### src/rtl/pulse_emitter_pkg.sv
// pulse_emitter_pkg: shared state encodings and constant helpers for the pulse emitter
package pulse_emitter_pkg;

    typedef enum logic [1:0] {
        IDLE = 2'd0,
        ON   = 2'd1,
        GAP  = 2'd2
    } state_e;

    function automatic int max_int(input int a, input int b);
        return (a > b) ? a : b;
    endfunction

endpackage

### src/rtl/pulse_emitter_tick_prescaler.sv
// tick_prescaler: free-running DIV_BITS counter with sync clear, ticks when all ones
module tick_prescaler
    import pulse_emitter_pkg::*;
#(
    parameter int DIV_BITS = 18
) (
    input  logic clk,
    input  logic reset,
    input  logic clr,
    output logic tick
);

    logic [DIV_BITS-1:0] cnt_q, cnt_d;

    // clear restarts a full tick period so the first tick after a clear is never partial
    always_comb cnt_d = clr ? '0 : cnt_q + DIV_BITS'(1);

    // prescaler count register
    always_ff @(posedge clk) begin
        if (reset) cnt_q <= '0;
        else       cnt_q <= cnt_d;
    end

    assign tick = &cnt_q;

endmodule

### src/rtl/pulse_emitter.sv
// pulse_emitter: turns trig requests into fixed-length output pulses with a minimum gap and a small request queue
module pulse_emitter
    import pulse_emitter_pkg::*;
#(
    parameter int DIV_BITS  = 18,
    parameter int ON_TICKS  = 8,
    parameter int GAP_TICKS = 4,
    parameter int PEND_W    = 3
) (
    input  logic              clk,
    input  logic              reset,
    input  logic              trig,
    output logic              out_level,
    output logic              busy,
    output logic [PEND_W-1:0] pend_cnt,
    output logic              drop
);

    localparam int              TW       = $clog2(max_int(ON_TICKS, GAP_TICKS) + 1);
    localparam logic [TW-1:0]   ON_LAST  = TW'(ON_TICKS - 1);
    localparam logic [TW-1:0]   GAP_LAST = TW'(GAP_TICKS - 1);
    localparam logic [PEND_W-1:0] PEND_MAX = '1;

    state_e              state_q, state_d;
    logic [TW-1:0]       tcnt_q, tcnt_d;
    logic [PEND_W-1:0]   pend_q, pend_d;
    logic                out_q, busy_q, drop_q, drop_d;
    logic                tick, clr, done, queue_trig;

    tick_prescaler #(.DIV_BITS(DIV_BITS)) u_prescaler (
        .clk   (clk),
        .reset (reset),
        .clr   (clr),
        .tick  (tick)
    );

    // any state change restarts both the prescaler and the tick counter
    assign clr        = state_d != state_q;
    assign done       = tick && (tcnt_q == ((state_q == ON) ? ON_LAST : GAP_LAST));
    assign queue_trig = trig && ((state_q == ON) || ((state_q == GAP) && !done));

    // next-state, queue bookkeeping and drop detection
    always_comb begin
        state_d = state_q;
        pend_d  = pend_q;
        drop_d  = 1'b0;
        case (state_q)
            IDLE: begin
                pend_d = '0;
                if (trig) state_d = ON;
            end
            ON: begin
                if (done) state_d = GAP;
            end
            GAP: begin
                if (done) begin
                    if (pend_q != '0) begin
                        state_d = ON;
                        if (!trig) pend_d = pend_q - PEND_W'(1);
                    end else begin
                        state_d = trig ? ON : IDLE;
                    end
                end
            end
            default: begin
                state_d = IDLE;
                pend_d  = '0;
            end
        endcase
        if (queue_trig) begin
            if (pend_q == PEND_MAX) drop_d = 1'b1;
            else                    pend_d = pend_q + PEND_W'(1);
        end
    end

    // ticks elapsed in the current ON or GAP phase
    always_comb tcnt_d = clr ? '0 : tcnt_q + TW'(tick);

    // state and registered outputs
    always_ff @(posedge clk) begin
        if (reset) begin
            state_q <= IDLE;
            tcnt_q  <= '0;
            pend_q  <= '0;
            out_q   <= 1'b0;
            busy_q  <= 1'b0;
            drop_q  <= 1'b0;
        end else begin
            state_q <= state_d;
            tcnt_q  <= tcnt_d;
            pend_q  <= pend_d;
            out_q   <= state_d == ON;
            busy_q  <= state_d != IDLE;
            drop_q  <= drop_d;
        end
    end

    assign out_level = out_q;
    assign busy      = busy_q;
    assign pend_cnt  = pend_q;
    assign drop      = drop_q;

endmodule

### config.mk
export PLATFORM = sky130hd
export DESIGN_NAME = pulse_emitter
export DESIGN_NICKNAME = d
export VERILOG_FILES = /design/src/rtl/pulse_emitter_pkg.sv /design/src/rtl/pulse_emitter_tick_prescaler.sv /design/src/rtl/pulse_emitter.sv
export SDC_FILE = /design/constraint.sdc
export NUM_CORES = 1
export LEC_CHECK = 0
export ABC_AREA = 1
export BUFFER_PORTS_ARGS = -buffer_cell sky130_fd_sc_hd__buf_4
export CAP_MARGIN = 20
export CORE_ASPECT_RATIO = 0.6
export CORE_MARGIN = 2
export CORE_UTILIZATION = 35
export CTS_CLUSTER_SIZE = 25
export DETAILED_ROUTE_END_ITERATION = 6
export MAX_ROUTING_LAYER = met4
export SLEW_MARGIN = 10
export SYNTH_ARGS = -nofsm -noshare
export SYNTH_HDL_FRONTEND = slang
export SYNTH_SLANG_ARGS = --single-unit
### constraint.sdc
create_clock -name clk -period 6 [get_ports clk]
set_input_delay 0.6 -clock clk [delete_from_list [all_inputs] [get_ports clk]]
set_output_delay 0.6 -clock clk [all_outputs]
set_load 0.05 [all_outputs]
* After elaboration in Yosys (flattened, before gate mapping)
Index checks and enable logic that the tools add are counted.
Storage, ports and cells: register bits 30, input port bits 3, output and inout bits 6
Operators by class: add/subtract/negate cells 4, equality and inequality tests 6, muxes and demuxes 14, bitwise operators 1, reductions and logical operators 11
Operators with widths (count):
- 18-bit by 1-bit adder with 18-bit output, second input constant | 1
- 3-bit two-way mux | 6
- 18-bit AND reduction | 1
- 2-bit two-way mux | 3
- 2-bit case mux with 3 select lines | 1
- 3-bit case mux with 2 select lines | 1
- 4-bit by 1-bit adder with 4-bit output | 1
- 2-bit by 1-bit equality test with 1-bit output, second input constant | 2
- 4-bit by 3-bit equality test with 1-bit output | 1
- 2-bit OR reduction | 2
- 3-bit by 1-bit adder with 3-bit output, second input constant | 1
- 3-bit equality test, second input constant | 1
- 1-bit logical AND | 3
- 1-bit two-way mux | 3
- 3-bit nonzero test | 1
- 3-bit by 1-bit subtractor with 3-bit output, second input constant | 1
- 2-bit equality test, second input constant | 1
- 2-bit logical NOT | 1
- 2-bit != test | 1
- 2-bit nonzero test | 1
- 1-bit logical NOT | 1
- 1-bit logical OR | 1
- 1-bit inverter | 1

* Longest topological paths before layout
depth after elaboration 10, gate-level depth with buffers 16

* By module
Synthesis repeated with hierarchy kept, for this count alone.
Second synthesis, totals: cells, all modules 247, area, all modules 1716.6 µm²
By module, submodules not included:
- tick_prescaler | instances 1, cells each 124, area an instance 883.3 µm²
- pulse_emitter | instances 1, cells each 123, area an instance 833.3 µm²

* Worst setup path after synthesis
Ideal clock, no wire load.
path kind register -> register, start point register pend_q[0] (netlist: pend_cnt[0]), end point register u_prescaler.cnt_q[7], setup time 0.061 ns, data arrival time 2.037 ns, data required time 5.939 ns, slack 3.902 ns, cell stages (with the launch flop) 15, path buffers 1, path through dfxtp_1 inv_1 ha_1 nand3_1 nand2_1 inv_1 nand4_1 nand3_2 nand2_2 nand2_1 nand2_2 nor2_4 nand2_4 buf_12 nor2_4
Between the ends: longest elaborated chain between the ends 6
RTL lines:
- from (decl) | line pulse_emitter.sv:26 | logic [PEND_W-1:0] pend_q, pend_d;
- from (signal assigned) | line pulse_emitter.sv:91 | pend_q <= pend_d;
- 3-bit nonzero test | line pulse_emitter.sv:57 | if (pend_q != '0) begin
- 1-bit two-way mux | line pulse_emitter.sv:57
- 2-bit two-way mux | line pulse_emitter.sv:56 | if (done) begin
- 2-bit case mux with 3 select lines | line pulse_emitter.sv:47 | case (state_q)
- 2-bit != test | line pulse_emitter.sv:38 | assign clr = state_d != state_q;
- 2-bit OR reduction (no line)
- to (signal assigned) | line pulse_emitter_tick_prescaler.sv:21 | else cnt_q <= cnt_d;
- to (decl) | line pulse_emitter_tick_prescaler.sv:13 | logic [DIV_BITS-1:0] cnt_q, cnt_d;
No other way between the ends. A chain may end at the register's enable or synchronous reset.

* Worst setup path after layout
start point register state_q[1], end point register u_prescaler.cnt_q[13]
Between the ends: longest elaborated chain between the ends 8
RTL lines:
- from (decl) | line pulse_emitter.sv:24 | state_e state_q, state_d;
- from (signal assigned) | line pulse_emitter.sv:89 | state_q <= state_d;
- 2-bit by 1-bit equality test with 1-bit output | line pulse_emitter.sv:39, pulse_emitter.sv:47
- 3-bit two-way mux | line pulse_emitter.sv:39 | assign done = tick && (tcnt_q == ((state_q == ON) ? ON_LAST : GAP_LAST));
- 4-bit by 3-bit equality test with 1-bit output | line pulse_emitter.sv:39
- 1-bit logical AND | line pulse_emitter.sv:39
- 2-bit two-way mux, on equally long branches | line pulse_emitter.sv:56, pulse_emitter.sv:53
- 2-bit case mux with 3 select lines | line pulse_emitter.sv:47
- 2-bit != test (*) | line pulse_emitter.sv:38
- 2-bit OR reduction (no line) (*)
Mark *: on every way between the ends. The rest lies on a longest branch, timed or not.

==> results.sh <==
export IMPL_cts_htree_levels=2
export IMPL_regToRegSetupSlack_ns=3.59
export IMPL_antenna_cells_inserted=0
export IMPL_outcome="finished clean"
export IMPL_avgRoutedWirePerCell_um=10.4
export IMPL_clock_buffer_count_from_cts=5
export IMPL_num_rows=20
export IMPL_clock_tree_root_cell="sky130_fd_sc_hd__clkbuf_8"
export IMPL_core_area_mm2=0.00505
export IMPL_place_gp_congestion=0.797
export IMPL_final_net_count=233
export IMPL_setup_tns_final_ns=0
export IMPL_asyncSetResetFlopFracSynth_pct=0
export IMPL_cap_violations=0
export IMPL_timing_final_max_slew_violations=0
export IMPL_dpl_hpwl_mm=2.23
export IMPL_synth_seq_cells=30
export IMPL_pwr_density_cell_mw_per_mm2=212
export IMPL_route_detailed_vias_per_inst=4.49
export IMPL_final_setup_worst_slack_ns=3.59
export IMPL_yosys_most_used_dff="sky130_fd_sc_hd__dfxtp_1"
export IMPL_worst_endpoint_arrival_ns=2.56
export IMPL_crit_path_start_kind="flop"
export IMPL_antenna_found_initial=0
export IMPL_post_synthesis_mean_instance_area_um2=8.83
export IMPL_share_of_the_yosys_chip_area_belonging_to_registers_pct=32.9
export IMPL_area_delta_synth_final_pct=10.2
export IMPL_worst_ir_drop_vdd_uv=77.3
export IMPL_drtPass1Iterations=4
export IMPL_worst_pin_slew_ns=0.607
export IMPL_combPwrFrac_pct=11.8
export IMPL_synth_area_mm2=0.00183
export IMPL_global_route_wire_length_before_repair_mm=5.40
export IMPL_netSwitchingFraction_pct=27.6
export IMPL_final_layout_size_suffix_gt1_share_pct=25.0
export IMPL_synth_area_top_cells="sky130_fd_sc_hd__dfxtp_1 33%, sky130_fd_sc_hd__nor2_4 15%, sky130_fd_sc_hd__ha_1 7.5%"
export IMPL_synth_cells_most_frequent="30 x sky130_fd_sc_hd__dfxtp_1, 26 x sky130_fd_sc_hd__nand2_1, 24 x sky130_fd_sc_hd__nor2_4, 21 x sky130_fd_sc_hd__nand3_1, 18 x sky130_fd_sc_hd__inv_1"
export IMPL_postSynthNetCount=221
export IMPL_cts_sink_count=30
export IMPL_crit_path_cell_trace="inv_1 -> ha_1 -> inv_1 -> nand2_1 -> nand2_1 -> nor2_4 -> nand3_4 -> nand2_2 -> nand3_2 -> nand2_2 -> nand2_1 -> nand2_2 -> nor2_4 -> nand2_4 -> nor2_1"
export IMPL_finalCritPeriodShare_pct=40.1
export IMPL_seqCellArea_um2=601
export IMPL_die_y_um=60.0
export IMPL_power_leakage_nw=0.767
export IMPL_multiInputGateArea_mm2=0.00110
export IMPL_grt_setup_unrepaired="no"
export IMPL_power_share_sequential_pct=48.5
export IMPL_drt_antenna_violating_nets=0
export IMPL_synth_edf_count=0
export IMPL_die_area_mm2=0.00584
export IMPL_routed_via_count=1284
export IMPL_fin_total_pwr_w=0.000426
export IMPL_tritoncts="built"
export IMPL_post_cts_setup_buffers=0
export IMPL_ys_types=26
export IMPL_power_report_internal_total_w=0.000309
export IMPL_slowest_delay_ns=0.45
export IMPL_gr_total_overflow=0
export IMPL_cts_hold_buffers_added=0
export IMPL_final_hold_violation_count=0
export IMPL_crit_type="flop to flop"
export IMPL_switching_power_w=0.000118
export IMPL_buffer_ports_inserted=8
export IMPL_detailedRoute_firstIterationViolations=53
export IMPL_ioPinCount=9
export IMPL_chipWidth_um=97.3
export IMPL_grt_use_total_pct=12.5
export IMPL_synth_most_common_cell="sky130_fd_sc_hd__dfxtp_1"
export IMPL_grt_max_degree=23
export IMPL_setup_worst_path_end_class="flop"
export IMPL_synth_top_area_cell="sky130_fd_sc_hd__dfxtp_1"
export IMPL_hp_class="flop to flop"
export IMPL_start_util_pct=36.2
export IMPL_dpl_worst_slack_ns=3.57
export IMPL_dpl_cell_count=278
export IMPL_clk_insertion_delay_late_ns=0.28
export IMPL_yosysWarnings=0
export IMPL_drt_wl_total_mm=2.98
export IMPL_drc_errors=0
export IMPL_postCtsResizedCells=0
export IMPL_setup_viol=0
export IMPL_netlist_area_leader_share_pct=32.9
export IMPL_achievable_frequency_ghz=0.415
export IMPL_clock_power_share_pct=39.8
export IMPL_clk_transition_reported_paths_ns=0.07
export IMPL_grt_pass1_vias=1153
export IMPL_fin_skew_ns=0.00525
export IMPL_post_layout_minimum_cycle_time_ns=2.41
export IMPL_required_time_of_the_critical_path_ns=6.15
export IMPL_clk_path_buf_depth=2
export IMPL_cpMaxStageDelayCell="sky130_fd_sc_hd__nand2_4"
export IMPL_critical_path_peak_fanout=22
export IMPL_finish_cell_count_without_fillers=286
export IMPL_synthesis_instances=207
export IMPL_fill_cells=508
export IMPL_max_slew_margin_rel_pct=59.5
[final timing paths]
path                              startpoint                                to  cells past startpoint
max reg2reg            state_q[1]$_SDFF_PP0_  u_prescaler.cnt_q[13]$_SDFF_PP0_                     15
max                    state_q[1]$_SDFF_PP0_  u_prescaler.cnt_q[13]$_SDFF_PP0_                     15
min reg2reg  u_prescaler.cnt_q[0]$_SDFF_PP0_   u_prescaler.cnt_q[0]$_SDFF_PP0_                      1
min          u_prescaler.cnt_q[0]$_SDFF_PP0_   u_prescaler.cnt_q[0]$_SDFF_PP0_                      1
[power by group through the flow]
stage	logic [W]	registers (W)	clock network [W]
floorplan	0.0000429	0.000216	0
global placement	0.0000502	0.000211	0
detailed placement	0.0000506	0.000211	0
CTS	0.0000508	0.000207	0.000175
global route	0.0000548	0.000207	0.000185
finish	0.0000502	0.000207	0.000170
[sequential cells by signal, indices dropped and copies added (netlist names)]
signal,cells
tcnt_q,4
pend_cnt,3
drop,1
u_prescaler.cnt_q,18
busy,1
state_q,2
out_level,1
[final cells by class]
cell class / count / share of cell area [%]
tap: 66 / 4.10
clock inverter: 1 / 0.248
inverter: 20 / 3.73
clock buffer: 7 / 4.29
multi-input combinational: 154 / 54.8
timing repair buffer: 8 / 2.98
sequential: 30 / 29.8
[worst max-delay path, delay by kind of cell, from the launching register on]
family / cells / cell delay [ns]
and+or+nand+nor: 12 / 1.41
buffers and inverters: 2 / 0.24
adders and majority gates: 1 / 0.25
DFF: 1 / 0.37
[per-layer routing]
layer,vias up,track usage (%),wire length (um)
li1,688,-,-
met1,567,18.1,1780
met2,22,14.7,1010
met3,7,3.98,126
met4,0,6.55,68
met5,-,-,0
[layout by cell type, fill, tap and decap left out, types with 8 or more instances in the layout]
master / n
sky130_fd_sc_hd__xnor2_1: 9
sky130_fd_sc_hd__nor2_1: 15
sky130_fd_sc_hd__dfxtp_1: 30
sky130_fd_sc_hd__xor2_1: 10
sky130_fd_sc_hd__inv_1: 18
sky130_fd_sc_hd__ha_1: 11
sky130_fd_sc_hd__o21ai_0: 8
sky130_fd_sc_hd__nand3_1: 21
sky130_fd_sc_hd__buf_4: 8
sky130_fd_sc_hd__nand2_1: 26
sky130_fd_sc_hd__nor2_4: 24
[metrics by stage]
stage          cell area (um^2)  utilization, %  hold slack [ns]
6_report                   2010            39.9            0.474
5_1_grt                    2010            39.9            0.503
4_1_cts                    2010            39.9            0.481
3_5_place_dp               1920            38.0            0.461
3_3_place_gp               1920            38.0            0.460
2_1_floorplan              1830               -            0.446
[logic make-up after synthesis]
family	count (synthesis)	synth area share (%)
AND/OR/NAND/NOR	110	39.8
XOR/XNOR	19	9.10
adder cells (fa/ha/maj)	11	7.53
AO/OA/AOI/OAI	14	3.97
buffers and inverters	23	6.71
flip-flops	30	32.9
(Power assumes the default switching activity.)
